<file path="config.mk">
export PLATFORM = sky130hd
export DESIGN_NAME = cpu_bus_responder_flat
export DESIGN_NICKNAME = d
export VERILOG_FILES = /design/src/rtl/cpu_bus_responder_if.sv /design/src/rtl/cpu_bus_responder.sv /design/src/flat_wrapper.sv
export SDC_FILE = /design/constraint.sdc
export NUM_CORES = 1
export LEC_CHECK = 0
export CORE_AREA = 3 3 89 91
export CTS_BUF_LIST = sky130_fd_sc_hd__clkbuf_2 sky130_fd_sc_hd__clkbuf_4 sky130_fd_sc_hd__clkbuf_8
export DETAILED_ROUTE_END_ITERATION = 8
export DIE_AREA = 0 0 92 94
export PLACE_DENSITY_LB_ADDON = 0.25
export SYNTH_ARGS = -nofsm -noshare
export SYNTH_HDL_FRONTEND = slang
export SYNTH_SLANG_ARGS = --single-unit
</file>
<file path="constraint.sdc">
create_clock -name phi2 -period 3.2 [get_ports phi2]
set_clock_uncertainty 0.1 [all_clocks]
set_input_delay 0.64 -clock phi2 [delete_from_list [all_inputs] [get_ports phi2]]
set_output_delay 0.64 -clock phi2 [all_outputs]
set_load 0.01 [all_outputs]
</file>
<file path="src/rtl/cpu_bus_responder_if.sv">
// CPU-side 6502 bus bundle: address, direction, write data in; read data, bus enable, RDY out.
// Latency: pure wiring, no storage.
// Backpressure: the responder drives rdy low to stall CPU reads; writes are never stalled.
interface cpu_bus_responder_if;
  logic [15:0] addr;
  logic        rw;
  logic [7:0]  data_from_cpu;
  logic [7:0]  data_to_cpu;
  logic        data_oe;
  logic        rdy;

  modport master (
    output addr, rw, data_from_cpu,
    input  data_to_cpu, data_oe, rdy
  );

  modport slave (
    input  addr, rw, data_from_cpu,
    output data_to_cpu, data_oe, rdy
  );
endinterface

</file>
<file path="src/rtl/cpu_bus_responder.sv">
// Small generic synchronous FIFO with valid/ready on both sides.
// Latency: a pushed entry is visible at rd_dat on the cycle after the push.
// Backpressure: wr_rdy drops when full unless a pop happens on the same edge.
module cpu_bus_responder_fifo #(
  parameter int WIDTH = 16,
  parameter int DEPTH = 2
) (
  input  logic             clk,
  input  logic             rst,
  input  logic             wr_vld,
  input  logic [WIDTH-1:0] wr_dat,
  output logic             wr_rdy,
  output logic             rd_vld,
  output logic [WIDTH-1:0] rd_dat,
  input  logic             rd_rdy
);
  localparam int AW = $clog2(DEPTH);
  localparam logic [AW:0] FULL_CNT = (AW+1)'(DEPTH);

  logic [WIDTH-1:0] mem_q [DEPTH];
  logic [WIDTH-1:0] mem_d [DEPTH];
  logic [AW-1:0]    wptr_q, wptr_d, rptr_q, rptr_d;
  logic [AW:0]      cnt_q, cnt_d;
  logic             do_wr, do_rd;

  assign rd_vld = (cnt_q != '0);
  assign do_rd  = rd_rdy & rd_vld;
  assign wr_rdy = (cnt_q != FULL_CNT) | do_rd;
  assign do_wr  = wr_vld & wr_rdy;
  assign rd_dat = mem_q[rptr_q];

  // Next pointers, occupancy and storage; simultaneous push/pop keeps the count.
  always_comb begin
    mem_d  = mem_q;
    wptr_d = wptr_q;
    rptr_d = rptr_q;
    cnt_d  = cnt_q;
    if (do_wr) begin
      mem_d[wptr_q] = wr_dat;
      wptr_d        = wptr_q + AW'(1);
    end
    if (do_rd) begin
      rptr_d = rptr_q + AW'(1);
    end
    if (do_wr && !do_rd) begin
      cnt_d = cnt_q + (AW+1)'(1);
    end else if (do_rd && !do_wr) begin
      cnt_d = cnt_q - (AW+1)'(1);
    end
  end

  // FIFO state registers; reset empties the queue.
  always_ff @(posedge clk or posedge rst) begin
    if (rst) begin
      mem_q  <= '{default: '0};
      wptr_q <= '0;
      rptr_q <= '0;
      cnt_q  <= '0;
    end else begin
      mem_q  <= mem_d;
      wptr_q <= wptr_d;
      rptr_q <= rptr_d;
      cnt_q  <= cnt_d;
    end
  end
endmodule

// 6502 bus target: posts window writes into a FIFO, stalls window reads until the backend answers.
// Latency: read hit in cycle N with idle backend and empty FIFO returns data in N+2 at the earliest.
// Backpressure: rdy low stalls CPU reads; full FIFO drops writes and raises sticky ovf.
module cpu_bus_responder #(
  parameter logic [15:0] BASE        = 16'hC000,
  parameter int          ADDR_W      = 8,
  parameter int          TIMEOUT     = 16,
  parameter int          WFIFO_DEPTH = 2
) (
  input  logic              phi2,
  input  logic              rst,
  cpu_bus_responder_if.slave bus,
  output logic              dev_req,
  output logic              dev_we,
  output logic [ADDR_W-1:0] dev_addr,
  output logic [7:0]        dev_wdata,
  input  logic [7:0]        dev_rdata,
  input  logic              dev_ack,
  input  logic              clr_flags,
  output logic              err,
  output logic              ovf
);
  localparam int TW = $clog2(TIMEOUT + 1);
  localparam int FW = ADDR_W + 8;

  typedef enum logic [1:0] {IDLE, WREQ, RREQ, RDONE} state_t;

  state_t            state_q, state_d;
  logic              dev_req_q, dev_req_d;
  logic              dev_we_q, dev_we_d;
  logic [ADDR_W-1:0] dev_addr_q, dev_addr_d;
  logic [7:0]        dev_wdata_q, dev_wdata_d;
  logic [7:0]        rdata_q, rdata_d;
  logic              err_q, err_d;
  logic              ovf_q, ovf_d;
  logic [TW-1:0]     timer_q, timer_d;

  logic              sel, cpu_rd, cpu_wr;
  logic              fifo_wr_rdy, fifo_rd_vld, fifo_rd_rdy;
  logic [FW-1:0]     fifo_rd_dat;
  logic              ovf_set, err_set;
  logic [TW-1:0]     timer_inc;
  logic              tmo;

  assign sel    = (bus.addr[15:ADDR_W] == BASE[15:ADDR_W]);
  assign cpu_rd = sel & bus.rw;
  assign cpu_wr = sel & ~bus.rw;

  // The FIFO head is only consumed while the FSM sits in IDLE.
  assign fifo_rd_rdy = (state_q == IDLE);

  cpu_bus_responder_fifo #(
    .WIDTH (FW),
    .DEPTH (WFIFO_DEPTH)
  ) u_wfifo (
    .clk    (phi2),
    .rst    (rst),
    .wr_vld (cpu_wr),
    .wr_dat ({bus.addr[ADDR_W-1:0], bus.data_from_cpu}),
    .wr_rdy (fifo_wr_rdy),
    .rd_vld (fifo_rd_vld),
    .rd_dat (fifo_rd_dat),
    .rd_rdy (fifo_rd_rdy)
  );

  assign ovf_set   = cpu_wr & ~fifo_wr_rdy;
  assign timer_inc = timer_q + TW'(1);
  assign tmo       = (timer_inc == TW'(TIMEOUT));

  // RDY only ever stalls window reads; the RDONE cycle releases the CPU with data on the bus.
  assign bus.rdy         = ~cpu_rd | (state_q == RDONE);
  assign bus.data_oe     = cpu_rd & (state_q == RDONE);
  assign bus.data_to_cpu = rdata_q;
  assign dev_req         = dev_req_q;
  assign dev_we          = dev_we_q;
  assign dev_addr        = dev_addr_q;
  assign dev_wdata       = dev_wdata_q;
  assign err             = err_q;
  assign ovf             = ovf_q;

  // Next-state logic: posted writes drain before any read is issued so reads see prior writes.
  always_comb begin
    state_d     = state_q;
    dev_req_d   = dev_req_q;
    dev_we_d    = dev_we_q;
    dev_addr_d  = dev_addr_q;
    dev_wdata_d = dev_wdata_q;
    rdata_d     = rdata_q;
    timer_d     = timer_q;
    err_set     = 1'b0;
    case (state_q)
      IDLE: begin
        if (fifo_rd_vld) begin
          dev_addr_d  = fifo_rd_dat[FW-1:8];
          dev_wdata_d = fifo_rd_dat[7:0];
          dev_we_d    = 1'b1;
          dev_req_d   = 1'b1;
          timer_d     = '0;
          state_d     = WREQ;
        end else if (cpu_rd) begin
          dev_addr_d = bus.addr[ADDR_W-1:0];
          dev_we_d   = 1'b0;
          dev_req_d  = 1'b1;
          timer_d    = '0;
          state_d    = RREQ;
        end
      end
      WREQ: begin
        if (dev_ack || tmo) begin
          dev_req_d = 1'b0;
          err_set   = ~dev_ack;
          state_d   = IDLE;
        end else begin
          timer_d = timer_inc;
        end
      end
      RREQ: begin
        if (dev_ack || tmo) begin
          dev_req_d = 1'b0;
          err_set   = ~dev_ack;
          if (cpu_rd) begin
            rdata_d = dev_ack ? dev_rdata : 8'hFF;
            state_d = RDONE;
          end else begin
            state_d = IDLE;
          end
        end else begin
          timer_d = timer_inc;
        end
      end
      RDONE: begin
        state_d = IDLE;
      end
      default: begin
        state_d = IDLE;
      end
    endcase
    // A set event on the same edge as a clear wins.
    err_d = (err_q & ~clr_flags) | err_set;
    ovf_d = (ovf_q & ~clr_flags) | ovf_set;
  end

  // FSM and registered outputs; reset abandons any in-flight transaction.
  always_ff @(posedge phi2 or posedge rst) begin
    if (rst) begin
      state_q     <= IDLE;
      dev_req_q   <= 1'b0;
      dev_we_q    <= 1'b0;
      dev_addr_q  <= '0;
      dev_wdata_q <= '0;
      rdata_q     <= '0;
      err_q       <= 1'b0;
      ovf_q       <= 1'b0;
      timer_q     <= '0;
    end else begin
      state_q     <= state_d;
      dev_req_q   <= dev_req_d;
      dev_we_q    <= dev_we_d;
      dev_addr_q  <= dev_addr_d;
      dev_wdata_q <= dev_wdata_d;
      rdata_q     <= rdata_d;
      err_q       <= err_d;
      ovf_q       <= ovf_d;
      timer_q     <= timer_d;
    end
  end
endmodule
</file>
<file path="src/flat_wrapper.sv">
// flat-port wrapper written by rule: the top's interface ports become plain ports
module cpu_bus_responder_flat 
#(
  parameter logic [15:0] BASE        = 16'hC000,
  parameter int          ADDR_W      = 8,
  parameter int          TIMEOUT     = 16,
  parameter int          WFIFO_DEPTH = 2
)
  (phi2, rst, dev_req, dev_we, dev_addr, dev_wdata, dev_rdata, dev_ack, clr_flags, err, ovf, bus_addr, bus_rw, bus_data_from_cpu, bus_data_to_cpu, bus_data_oe, bus_rdy);
  cpu_bus_responder_if bus_i ();
  input  logic phi2;
  input  logic rst;
  output logic dev_req;
  output logic dev_we;
  output logic [ADDR_W-1:0] dev_addr;
  output logic [7:0] dev_wdata;
  input  logic [7:0] dev_rdata;
  input  logic dev_ack;
  input  logic clr_flags;
  output logic err;
  output logic ovf;
  input wire logic [$bits(bus_i.addr)-1:0] bus_addr;
  input wire logic [$bits(bus_i.rw)-1:0] bus_rw;
  input wire logic [$bits(bus_i.data_from_cpu)-1:0] bus_data_from_cpu;
  output wire logic [$bits(bus_i.data_to_cpu)-1:0] bus_data_to_cpu;
  output wire logic [$bits(bus_i.data_oe)-1:0] bus_data_oe;
  output wire logic [$bits(bus_i.rdy)-1:0] bus_rdy;
  assign bus_i.addr = bus_addr;
  assign bus_i.rw = bus_rw;
  assign bus_i.data_from_cpu = bus_data_from_cpu;
  assign bus_data_to_cpu = bus_i.data_to_cpu;
  assign bus_data_oe = bus_i.data_oe;
  assign bus_rdy = bus_i.rdy;
  cpu_bus_responder #(.BASE(BASE), .ADDR_W(ADDR_W), .TIMEOUT(TIMEOUT), .WFIFO_DEPTH(WFIFO_DEPTH)) u_core (.phi2(phi2), .rst(rst), .bus(bus_i), .dev_req(dev_req), .dev_we(dev_we), .dev_addr(dev_addr), .dev_wdata(dev_wdata), .dev_rdata(dev_rdata), .dev_ack(dev_ack), .clr_flags(clr_flags), .err(err), .ovf(ovf));
endmodule
</file>
==> reports/metrics.csv, run 1 <==
stage;metric;value;unit
timing;period_needed;2880;ps
clock_network;clock_latency;340;ps
timing;whs;381;ps
die;die_x;92;um
yosys;seq_area_frac_synth;54.3;%
min_path;hp-start;u_core.dev_wdata[2];
setup_path;ff2ff_path_depth;5;
yosys;synth_xor_area_share;1.34;%
timing;fin_setup_tns;0;ps
setup_path;r2r_slack;1050;ps
yosys;yosys-top-cells-area;dfrtp_1, mux2_2, mux2i_1, mux2_4, o21ai_0;
finish;drive_gt1_share;23.2;%
routing;via_per_inst;5.11;
place;place_congestion;0.739;
routing;drt-total-wl;6350;um
global_routing;grt_antenna_before_repair;0;
place;io_buffer_count;66;
finish;n_fill_cell;623;
yosys;synthCells;256;
die;io_pins;67;
power_and_ir_drop;ir_drop;0.305;mV
routing;ant_nets;0;
timing;max_freq;347;MHz
clock_network;post_cts_buffers;0;
min_path;hold_path_class;flip-flop to flip-flop;
timing;setup_viol;0;
yosys;synthArstFlopShare;100;%
finish;area_growth;31.9;%
setup_path;required;2460;ps
finish;num-nets-final;380;
clock_network;cts_made_buffers;9;
timing;finalCritPeriodShare;90.1;%
setup_path;r2r_end;u_core.bus.data_to_cpu[2];
finish;post_layout_nonfiller_instances;439;
place;dp_hpwl;4300;um
yosys;synth_common_cells;dfrtp_1, mux2_2, nand2_1;
timing;worst_slew_pin_slew;976;ps
timing;rsz0062_at_grt;no;
place;pre_cts_ws;-3.87;ps
yosys;synth_compound_area_share;9.17;%
global_routing;grt_start_max_net_pins;72;
routing;wire_per_inst;14.5;um
timing;hold_viol_final;0;
timing;max_slew_margin;34.9;%
routing;drt_iter0_drc;85;
min_path;min_to;u_core.dev_wdata[2];
setup_path;crit_path_end_kind;output pin;
clock_network;cts.sinks;71;
setup_path;critPathMaxFanout;3;
clock_network;cts.path.max_buffers;2;
setup_path;reg2reg_from;u_core.timer_q[0];
yosys;ys_warn_count;0;
routing;drc;0;
place;dp.cells;424;
yosys;synth.avg_cell_area;12.8;sq um
clock_network;clockRootBuffer;clkbuf_8;
job;max-cap-violations;0;
clock_network;tritoncts;yes;
yosys;synth_edf_count;0;
yosys;synth_nets;300;
timing;final_max_slew_viol_count;0;
routing;vias;2242;
yosys;synth_top_area_share;54.3;%
yosys;synth-simple-area-share;9.40;%
finish;diodes;0;
setup_path;crit_arrival;2140;ps
die;die_h;94;um
clock_network;path_clk_slew;70;ps
setup_path;criticalPathCategory;input port to output pin;
die;num_rows;31;
yosys;synthesis.area;0.00327;sq mm
power_and_ir_drop;power_density;659;mW/mm^2
clock_network;htree_levels;3;
min_path;hold_depth;2;
global_routing;grt_pass1_vias;2297;
die;start_util;45.4;%
clock_network;holdBufCountCts;0;
global_routing;grt_use_total;16.2;%
global_routing;grt_pass1_wl;10900;um
yosys;synthAdderAreaFrac;2.67;%
run_status;outcome;finished clean;
die;die-area;0.00865;sq mm
die;coreArea;0.00721;sq mm
setup_path;startpoint_type;input port;
power_and_ir_drop;p_leak;2.05;nW
yosys;yosysMostFrequentCell;dfrtp_1;
timing;setup_slack;316;ps
global_routing;grt_overflow;0;
yosys;synth_top_family_by_area;multiplexers;
yosys;synthFlopType;dfrtp_1;
yosys;synth.distinct_cells;48;
routing;first_pass_iters;4;
yosys;ys_ff_latch;71;
yosys;synth.largest_area_cell;dfrtp_1;
yosys;synth.mux.area_fraction;20.8;%
power_and_ir_drop;power.total;0.00285;W
-- cells in the final DEF, fill, tap and decap left out, types with 2 or more instances in the layout --
cell             count
o21ai_0             22
mux2_4              10
buf_4               10
xnor2_1              2
nor3b_1              2
nor2_1               4
clkdlybuf4s50_1     64
dlymetal6s2s_1       2
mux2_2              31
xor2_1               3
a21oi_1              2
o22a_1               8
inv_1                7
mux2_1               2
nand2b_1             2
nand2_1             24
clkbuf_8            11
dfrtp_1             71
and2_1               3
mux2i_1             16
ha_1                 7
nand3_1              3
-- layout make-up --
cell class	instances	area [sq um]	area share (%)
clock buffer	12	159	3.68
clock inverter	3	42.5	0.985
inverter	8	30.0	0.695
multi-input combinational	169	1430	33.0
sequential	71	1780	41.1
tap	99	124	2.87
timing repair buffer	77	761	17.6
-- kinds of logic after synthesis --
logic type | after synthesis
mux | 59
simple gates | 53
compound gates | 45
flops | 71
fa+ha+maj | 7
buf+inv | 16
xor+xnor | 5
-- timing repair --
action                                  in CTS  in global routing
gates cloned                                 0                  0
resized for setup                            1                  2
endpoints found under the setup margin       1                  2
-- worst max-delay path: stages --
cell	delay, ps
clkdlybuf4s50_1	400
or4_4	550
or3_1	380
dlymetal6s2s_1	180
-- stage by stage --
stage | instance area [sq um] | util (%)
floorplan | 3270 | -
global placement | 4110 | 56.9
detailed placement | 4110 | 56.9
CTS | 4310 | 59.8
global route | 4320 | 59.9
finish | 4320 | 59.9
-- worst max-delay path by stage --
stage           startpoint                         to  slack [ps]  cells past startpoint
2_1_floorplan          rst  u_core.bus.data_to_cpu[0]         660                      1
3_3_place_gp   bus_addr[9]                bus_data_oe          20                      5
3_5_place_dp   bus_addr[9]                bus_data_oe          -4                      5
4_1_cts        bus_addr[9]                    bus_rdy           4                      4
5_1_grt        bus_addr[9]                    bus_rdy         270                      4
6_report       bus_addr[9]                    bus_rdy         320                      4
-- sequential cells by signal, summed over array words and instances (netlist names) --
signal / cells
u_core.u_wfifo.wptr_q: 1
u_core.u_wfifo.rptr_q: 1
u_core.u_wfifo.mem_q: 32
u_core.dev_req: 1
u_core.dev_we: 1
u_core.u_wfifo.cnt_q: 2
u_core.dev_addr: 8
u_core.ovf: 1
u_core.state_q: 2
u_core.err: 1
u_core.timer_q: 5
u_core.dev_wdata: 8
u_core.bus.data_to_cpu: 8
-- power breakdown --
group / total, W / leakage [nW] / switching [W] / internal [W]
logic: 0.000958 / 0.983 / 0.000445 / 0.000513
clock network: 0.000715 / 0.102 / 0.000309 / 0.000406
registers: 0.00117 / 0.968 / 0.000148 / 0.00103
total: 0.00285 / 2.05 / 0.000902 / 0.00195
-- routing by layer --
metal | vias up | wire (um) | global-route usage (%)
li1 | 1073 | - | -
met1 | 1104 | 2940 | 21.0
met2 | 57 | 2990 | 25.1
met3 | 8 | 338 | 5.85
met4 | 0 | 79 | 5.57
met5 | - | 0 | 0
(Power assumes the default switching activity.)
==> inputs of run 2 (changes only) <==
--- a/config.mk
+++ b/config.mk
@@ -10,6 +10,7 @@
 export DETAILED_ROUTE_END_ITERATION = 8
 export DIE_AREA = 0 0 92 94
 export PLACE_DENSITY_LB_ADDON = 0.25
+export RECOVER_POWER = 100
 export SYNTH_ARGS = -nofsm -noshare
 export SYNTH_HDL_FRONTEND = slang
 export SYNTH_SLANG_ARGS = --single-unit
==> reports/metrics.csv, run 2 (same netlist as run 1, synthesis figures left out) <==
stage;metric;value;unit;change
global_routing;grt_antenna_before_repair;0;;unchanged
setup_path;crit_path_end_kind;output pin;;
clock_network;cts.sinks;71;;unchanged
setup_path;cp-startpoint;bus_addr[9];;
setup_path;crit_arrival;2150;ps;about the same
timing;finalCritPeriodShare;90.4;%;+0.23 points
finish;diodes;0;;unchanged
finish;area_growth;29.2;%;
routing;wire_per_inst;14.4;um;-0.61%
clock_network;path_clk_slew;70;ps;about the same
die;coreArea;0.00721;sq mm;unchanged
clock_network;cts.path.max_buffers;2;;unchanged
place;io_buffer_count;66;;unchanged
setup_path;critPathMaxFanout;3;;unchanged
routing;vias;2260;;+0.80%
clock_network;tritoncts;yes;;
place;dp_hpwl;4300;um;unchanged
power_and_ir_drop;p_int;0.00190;W;-2.5%
setup_path;reg2reg_from;u_core.state_q[0];;
die;die-area;0.00865;sq mm;unchanged
power_and_ir_drop;power_density;660;mW/mm^2;+0.13%
finish;drive_gt1_share;17.6;%;-5.6 points
timing;setup_viol;0;;unchanged
min_path;hp-start;u_core.dev_wdata[2];;
place;place_congestion;0.739;;unchanged
finish;regMostFlops;u_core.u_wfifo.mem_q;;
clock_network;clockRootBuffer;clkbuf_8;;
clock_network;post_cts_buffers;0;;unchanged
routing;drc;0;;unchanged
routing;ant_nets;0;;unchanged
clock_network;cts_made_buffers;9;;unchanged
clock_network;clock_latency;330;ps;about the same
run_status;violations;capacitance limit, slew limit;;
timing;period_needed;2890;ps;+7.23 ps
timing;max_slew_margin;-13.1;%;-48 points
power_and_ir_drop;seqPwrFrac;41.9;%;+0.7 points
finish;final_cell_mix;dfrtp_1, clkdlybuf4s50_1, mux2_2;;
finish;num-nets-final;380;;unchanged
job;max-cap-violations;1;;+1
global_routing;grt_pass1_vias;2297;;unchanged
die;num_rows;31;;unchanged
timing;fin_setup_tns;0;ps;unchanged
power_and_ir_drop;p_clk_share;25.6;%;+0.5 points
finish;post_layout_nonfiller_instances;439;;unchanged
die;die_x;92;um;unchanged
die;io_pins;67;;unchanged
global_routing;grt_overflow;0;;unchanged
setup_path;criticalPathCategory;input port to output pin;;
power_and_ir_drop;pwr-share-comb;32.5;%;-1.2 points
clock_network;htree_levels;3;;unchanged
timing;rsz0062_at_grt;no;;
routing;via_per_inst;5.15;;+0.80%
run_status;outcome;finished with violations;;
routing;first_pass_iters;4;;unchanged
clock_network;holdBufCountCts;0;;unchanged
global_routing;grt_start_max_net_pins;72;;unchanged
die;die_h;94;um;unchanged
timing;final_max_slew_viol_count;72;;+72
min_path;hold_path_class;flip-flop to flip-flop;;
routing;drt_iter0_drc;90;;+5.9%
timing;worst_slew_pin_slew;1700;ps;+721 ps
setup_path;startpoint_type;input port;;
timing;max_freq;346;MHz;-0.25%
place;dp.cells;424;;unchanged
die;start_util;45.4;%;unchanged
power_and_ir_drop;p_leak;2.07;nW;+0.68%
global_routing;grt_use_total;16.2;%;unchanged
global_routing;grt_pass1_wl;10900;um;unchanged
power_and_ir_drop;ir_drop;0.300;mV;-1.6%
power_and_ir_drop;swShare;32.1;%;+0.45 points
setup_path;required;2460;ps;about the same
finish;largest_reg_flops;32;;unchanged
power_and_ir_drop;switchingPower;0.000898;W;-0.53%
finish;final_common_cell;dfrtp_1;;
routing;drt-total-wl;6310;um;-0.61%
timing;hold_viol_final;0;;unchanged
[run 2: cell types whose count changed in the layout (fill, tap and decap cells not counted), sizes merged]
| cell | before | now |
|---|---|---|
| clkdlybuf4s50 | 64 | 35 |
| dlygate4sd3 | 0 | 29 |
| buf | 11 | 5 |
| clkbuf | 12 | 18 |
| clkinv | 1 | 2 |
| inv | 8 | 7 |
[run 2: layout make-up]
cell class,count,area (sq um)
Fill cell,638,2980
Sequential cell,71,1780
Multi-Input combinational cell,169,1370
Timing Repair Buffer,77,728
Clock buffer,12,159
Tap cell,99,124
Clock inverter,3,42.5
Inverter,8,30.0
[run 2: worst paths after layout]
kind	endpoint	slack [ps]	cells after the start
min in group asynchronous	u_core.bus.data_to_cpu[0]	1240	3
max in group asynchronous	u_core.u_wfifo.mem_q[30]	750	3
hold / removal	u_core.dev_wdata[2]	380	2
hold reg to reg	u_core.dev_wdata[2]	380	2
setup / recovery	bus_rdy	310	4
setup reg to reg	u_core.u_wfifo.cnt_q[1]	910	7
[run 2: what timing repair did]
action,CTS,global route
resized for setup,1,2
endpoints found under the setup margin,1,2
hold endpoints to repair,0,0
[run 2: metal layers]
metal | vias to the layer above | share of wire (%) | track usage (%)
li1 | 1079 | - | -
met1 | 1108 | 46 | 21.0
met3 | 8 | 5.6 | 5.85
met4 | 0 | 1.3 | 5.57
met2 | 65 | 47 | 25.1
met5 | - | 0 | 0
[run 2: stage by stage]
step	hold WS (ps)	setup slack, ps	utilization [%]	area (sq um)	total power, W
2_1_floorplan	357	663	-	3270	0.00178
5_1_grt	415	211	58.7	4230	0.00300
3_5_place_dp	374	-3.87	56.9	4110	0.00216
6_report	376	309	58.7	4230	0.00279
3_3_place_gp	363	20.7	56.9	4110	0.00214
4_1_cts	391	3.95	59.8	4310	0.00289
[run 2: critical path: stages]
cell and delay (ps):
clkdlybuf4s50_1 390, or4_1 560, or3_1 380, dlymetal6s2s_1 180
[run 2: power groups by stage]
stage               clock network [W]  logic (W)  registers [W]
global placement                    0   0.000948        0.00119
CTS                          0.000747   0.000973        0.00118
floorplan                           0   0.000640        0.00114
global route                 0.000785    0.00102        0.00119
detailed placement                  0   0.000970        0.00119
finish                       0.000714   0.000909        0.00117
==> patch 1, RTL diff (config.mk and constraints of run 1) <==
The 4 states of `state_t` get a one-hot encoding in 4 bits.
--- a/src/rtl/cpu_bus_responder.sv
+++ b/src/rtl/cpu_bus_responder.sv
@@ -90,7 +90,7 @@
   localparam int TW = $clog2(TIMEOUT + 1);
   localparam int FW = ADDR_W + 8;
 
-  typedef enum logic [1:0] {IDLE, WREQ, RREQ, RDONE} state_t;
+  typedef enum logic [3:0] {IDLE = 4'b0001, WREQ = 4'b0010, RREQ = 4'b0100, RDONE = 4'b1000} state_t;
 
   state_t            state_q, state_d;
   logic              dev_req_q, dev_req_d;
Check against the original RTL: no difference found for any inputs over 4 cycles, from zero or initial values and one cycle with rst high; so few cycles prove little.
==> patch 1 against run 1 <==
Critical path depth up 1; highest routed layer unchanged; largest power group unchanged; synthesized area up 0.34%; total power up 5.6%; cell area down 0.87%; combinational power up 9.6%; sequential cell count up 2; setup slack worse by 73 ps; wire length up 2.8%.
==> patch 1: results (changes against run 1) <==
Outcome
  • Outcome: complete, no violations

Timing
  • Post-route worst setup slack: 242.8 ps (-73.06 ps)
  • Post-route worst hold slack: 389.6 ps (+8.325 ps)

Global routing
  • Met2 track demand over resource: 0.2421 (-0.009124)
  • Met3 usage in global routing: 0.03766 (-0.02083)
  • First-pass GRT wire length: 10,950 um (+0.57%)
  • Grt met1 use: 0.2273 (+0.01758)
  • Overall global routing resource usage: 0.1608 (-0.0009108)

Place
  • Total instance count after detailed placement: 417 (-1.7%)
  • Post-DP HPWL: 4510 um (+4.8%)
  • Pre-CTS setup slack: 253.5 ps (+257.3 ps)
  • Final weighted congestion in routability-driven placement: 0.7344 (-0.61%)

Synth
  • Area fraction in compound gates after synthesis: 0.09216 (+0.0004473)
  • Portion of netlist area occupied by mux cells: 0.2007 (-0.007568)
  • Synth cell count leaders: sky130_fd_sc_hd__dfrtp_1, sky130_fd_sc_hd__nor2_1, sky130_fd_sc_hd__mux2_1, sky130_fd_sc_hd__mux2i_1, sky130_fd_sc_hd__mux2_2
  • Per-instance average area after synthesis: 12.99 um2 (+1.5%)
  • Synth unique cells: 43 (-10%)

Critical path
  • Critical-path top delay cell: sky130_fd_sc_hd__clkdlybuf4s50_1
  • Largest delay contributor family on the critical path: buffers and inverters
  • R2r worst-path depth: 7 (+2)

Power and ir drop
  • Reported combinational group power: 0.00105 W (+9.6%)
  • Total chip power: 0.003006 W (+5.6%)

Drt
  • Routed wl met3: 281 um (-17%)
  • Met1 Routed Length: 3088 um (+5.1%)

Final layout
  • Final core utilization: 0.5935 (-0.005203)
  • Clock buffer and inverter area fraction after layout: 0.04559 (-0.001052)
  • Number of sequential cells in the layout: 73 (+2.8%)
  • Sequential share of cell area: 0.4269 (+0.01559)
  • Clk_buf instances: 9 (-3)
  • Layout multi-input combinational cell count: 166 (-1.8%)
patch 1: changes by cell type after synthesis, moves of 5 or more:
cell,run 1,this run
sky130_fd_sc_hd__mux2_2,31,15
sky130_fd_sc_hd__mux2_1,2,16
sky130_fd_sc_hd__nor2_1,4,18
sky130_fd_sc_hd__a21oi_1,2,13
sky130_fd_sc_hd__nand2_1,24,14
sky130_fd_sc_hd__o21ai_0,22,12
sky130_fd_sc_hd__ha_1,7,2
patch 1: worst reg2reg max path, stage by stage (launching register included):
cell and delay (ps):
sky130_fd_sc_hd__dfstp_2 560, sky130_fd_sc_hd__or4b_1 480, sky130_fd_sc_hd__nor2_2 120, sky130_fd_sc_hd__buf_4 210, sky130_fd_sc_hd__inv_1 120, sky130_fd_sc_hd__ha_1 340, sky130_fd_sc_hd__nor2_1 140, sky130_fd_sc_hd__xor2_1 160
==> patch 2, RTL diff (config.mk and constraints of run 1) <==
Without the edit above. `ADDR_W` is set to 8 in 2 places; all go to 9.
--- a/src/rtl/cpu_bus_responder.sv
+++ b/src/rtl/cpu_bus_responder.sv
@@ -70,7 +70,7 @@
 // Backpressure: rdy low stalls CPU reads; full FIFO drops writes and raises sticky ovf.
 module cpu_bus_responder #(
   parameter logic [15:0] BASE        = 16'hC000,
-  parameter int          ADDR_W      = 8,
+  parameter int          ADDR_W      = 9,
   parameter int          TIMEOUT     = 16,
   parameter int          WFIFO_DEPTH = 2
 ) (
--- a/src/flat_wrapper.sv
+++ b/src/flat_wrapper.sv
@@ -2,7 +2,7 @@
 module cpu_bus_responder_flat 
 #(
   parameter logic [15:0] BASE        = 16'hC000,
-  parameter int          ADDR_W      = 8,
+  parameter int          ADDR_W      = 9,
   parameter int          TIMEOUT     = 16,
   parameter int          WFIFO_DEPTH = 2
 )
Interface: changed (resized dev_addr); port bits go from 67 to 68. No check against the original RTL was run, so the function may have changed too.
==> patch 2 against run 1 <==
Critical path depth up 1; register-to-register slack worse by 90 ps; sequential cell count up 3; setup slack worse by 260 ps; synthesized area up 4.5%; wire length up 2.4%; critical endpoint is now bus_data_oe; total power up 12%; highest routed layer unchanged; synthesized cell count up 4.3%; final cell count up 3.0%; cell area up 4.4%; sequential share of layout area down 0.081 points.
==> patch 2: results (changes against run 1) <==
Outcome
  • Outcome: complete, no violations

Final layout
  • Ratio of cells with drive above 1 in the final layout: 0.2465 (+0.01411)
  • Number of logic inverters in the finished layout: 10 (+2)
  • Final design area excluding fillers: 4511 um2 (+4.4%)
  • Fillcell total: 598 (-4.0%)
  • Layout multi-input combinational cell count: 175 (+3.6%)
  • Number of flip-flops in the largest register: 34 (+6.3%)
  • Area taken by multi-input logic gates: 1490 um2 (+4.5%)
  • Clk_buf instances: 11 (-1)

Synth
  • Area share of xor/xnor cells in the synthesized design: 0.01279 (-0.0005817)
  • Synth unique cells: 47 (-2.1%)
  • Adder-cell share of the synthesized area: 0.02558 (-0.001163)
  • Post-synthesis cell area: 3423 um2 (+4.5%)
  • Area fraction in compound gates after synthesis: 0.09686 (+0.005149)
  • Synth cell count leaders: sky130_fd_sc_hd__dfrtp_1, sky130_fd_sc_hd__mux2_2, sky130_fd_sc_hd__o21ai_0, sky130_fd_sc_hd__nand2_1, sky130_fd_sc_hd__mux2i_1
  • Synth Register Bits: 74 (+4.2%)
  • Net count after synthesis: 311 (+3.7%)
  • Portion of netlist area occupied by mux cells: 0.2087 (+0.0004451)

Global routing
  • Grt met1 use: 0.2032 (-0.006522)
  • Pin count of the biggest net entering global routing: 55 (-24%)
  • Overall global routing resource usage: 0.1629 (+0.001203)
  • First-pass GRT wire length: 11,100 um (+2.0%)
  • Met2 track demand over resource: 0.2658 (+0.01460)
  • Met3 usage in global routing: 0.05769 (-0.0008013)

Place
  • Final weighted congestion in routability-driven placement: 0.8011 (+8.4%)
  • Total instance count after detailed placement: 436 (+2.8%)
  • Post-DP HPWL: 4612 um (+7.1%)

Critical path
  • Delay contributed by the slowest stage of the critical path: 530 ps (-20 ps)
  • Arrival @ worst endpoint: 2400 ps (+260 ps)
  • Critical-path top delay cell: sky130_fd_sc_hd__clkdlybuf4s50_1
  • Largest delay contributor family on the critical path: buffers and inverters

Drt
  • Routed wl met3: 358 um (+5.9%)
  • Total Wirelength: 6497 um (+2.4%)
  • Met1 Routed Length: 2955 um (+0.61%)
  • Total via count in the routed design: 2,306 (+2.9%)
  • 1st-iter DRT viols: 76 (-11%)

Power and ir drop
  • Comb pwr share: 0.338 (about the same)
  • Internal Pwr Total: 0.002200 W (+13%)
  • Power in sequential cells: 0.00125 W (+7%)

Timing
  • Worst-case headroom to the max-slew limit: 0.3866 (+0.03719)
## patch 2: worst paths after layout
path                       depth (start not counted)                 from  slack (ps)                        end
max                                                5         bus_addr[10]          60                bus_data_oe
min                                                2  u_core.dev_wdata[4]         380        u_core.dev_wdata[4]
max reg2reg                                        6    u_core.state_q[0]         960    u_core.u_wfifo.mem_q[6]
min reg2reg                                        2  u_core.dev_wdata[4]         380        u_core.dev_wdata[4]
max in group asynchronous                          3                  rst        1830        u_core.dev_wdata[5]
min in group asynchronous                          2                  rst         540  u_core.bus.data_to_cpu[7]
## patch 2: cells by family after synthesis
| group | after synthesis |
|---|---|
| multiplexers | 62 |
| adder cells (fa/ha/maj) | 7 |
| XOR/XNOR | 5 |
| buffers and inverters | 18 |
| AO/OA/AOI/OAI | 50 |
| AND/OR/NAND/NOR | 51 |
| flip-flops | 74 |
## patch 2: what timing repair did
action	4_1_cts	5_1_grt
hold buffers	0	0
endpoints found under the hold margin	0	0
gates resized for setup	1	1
setup endpoints to repair	1	1
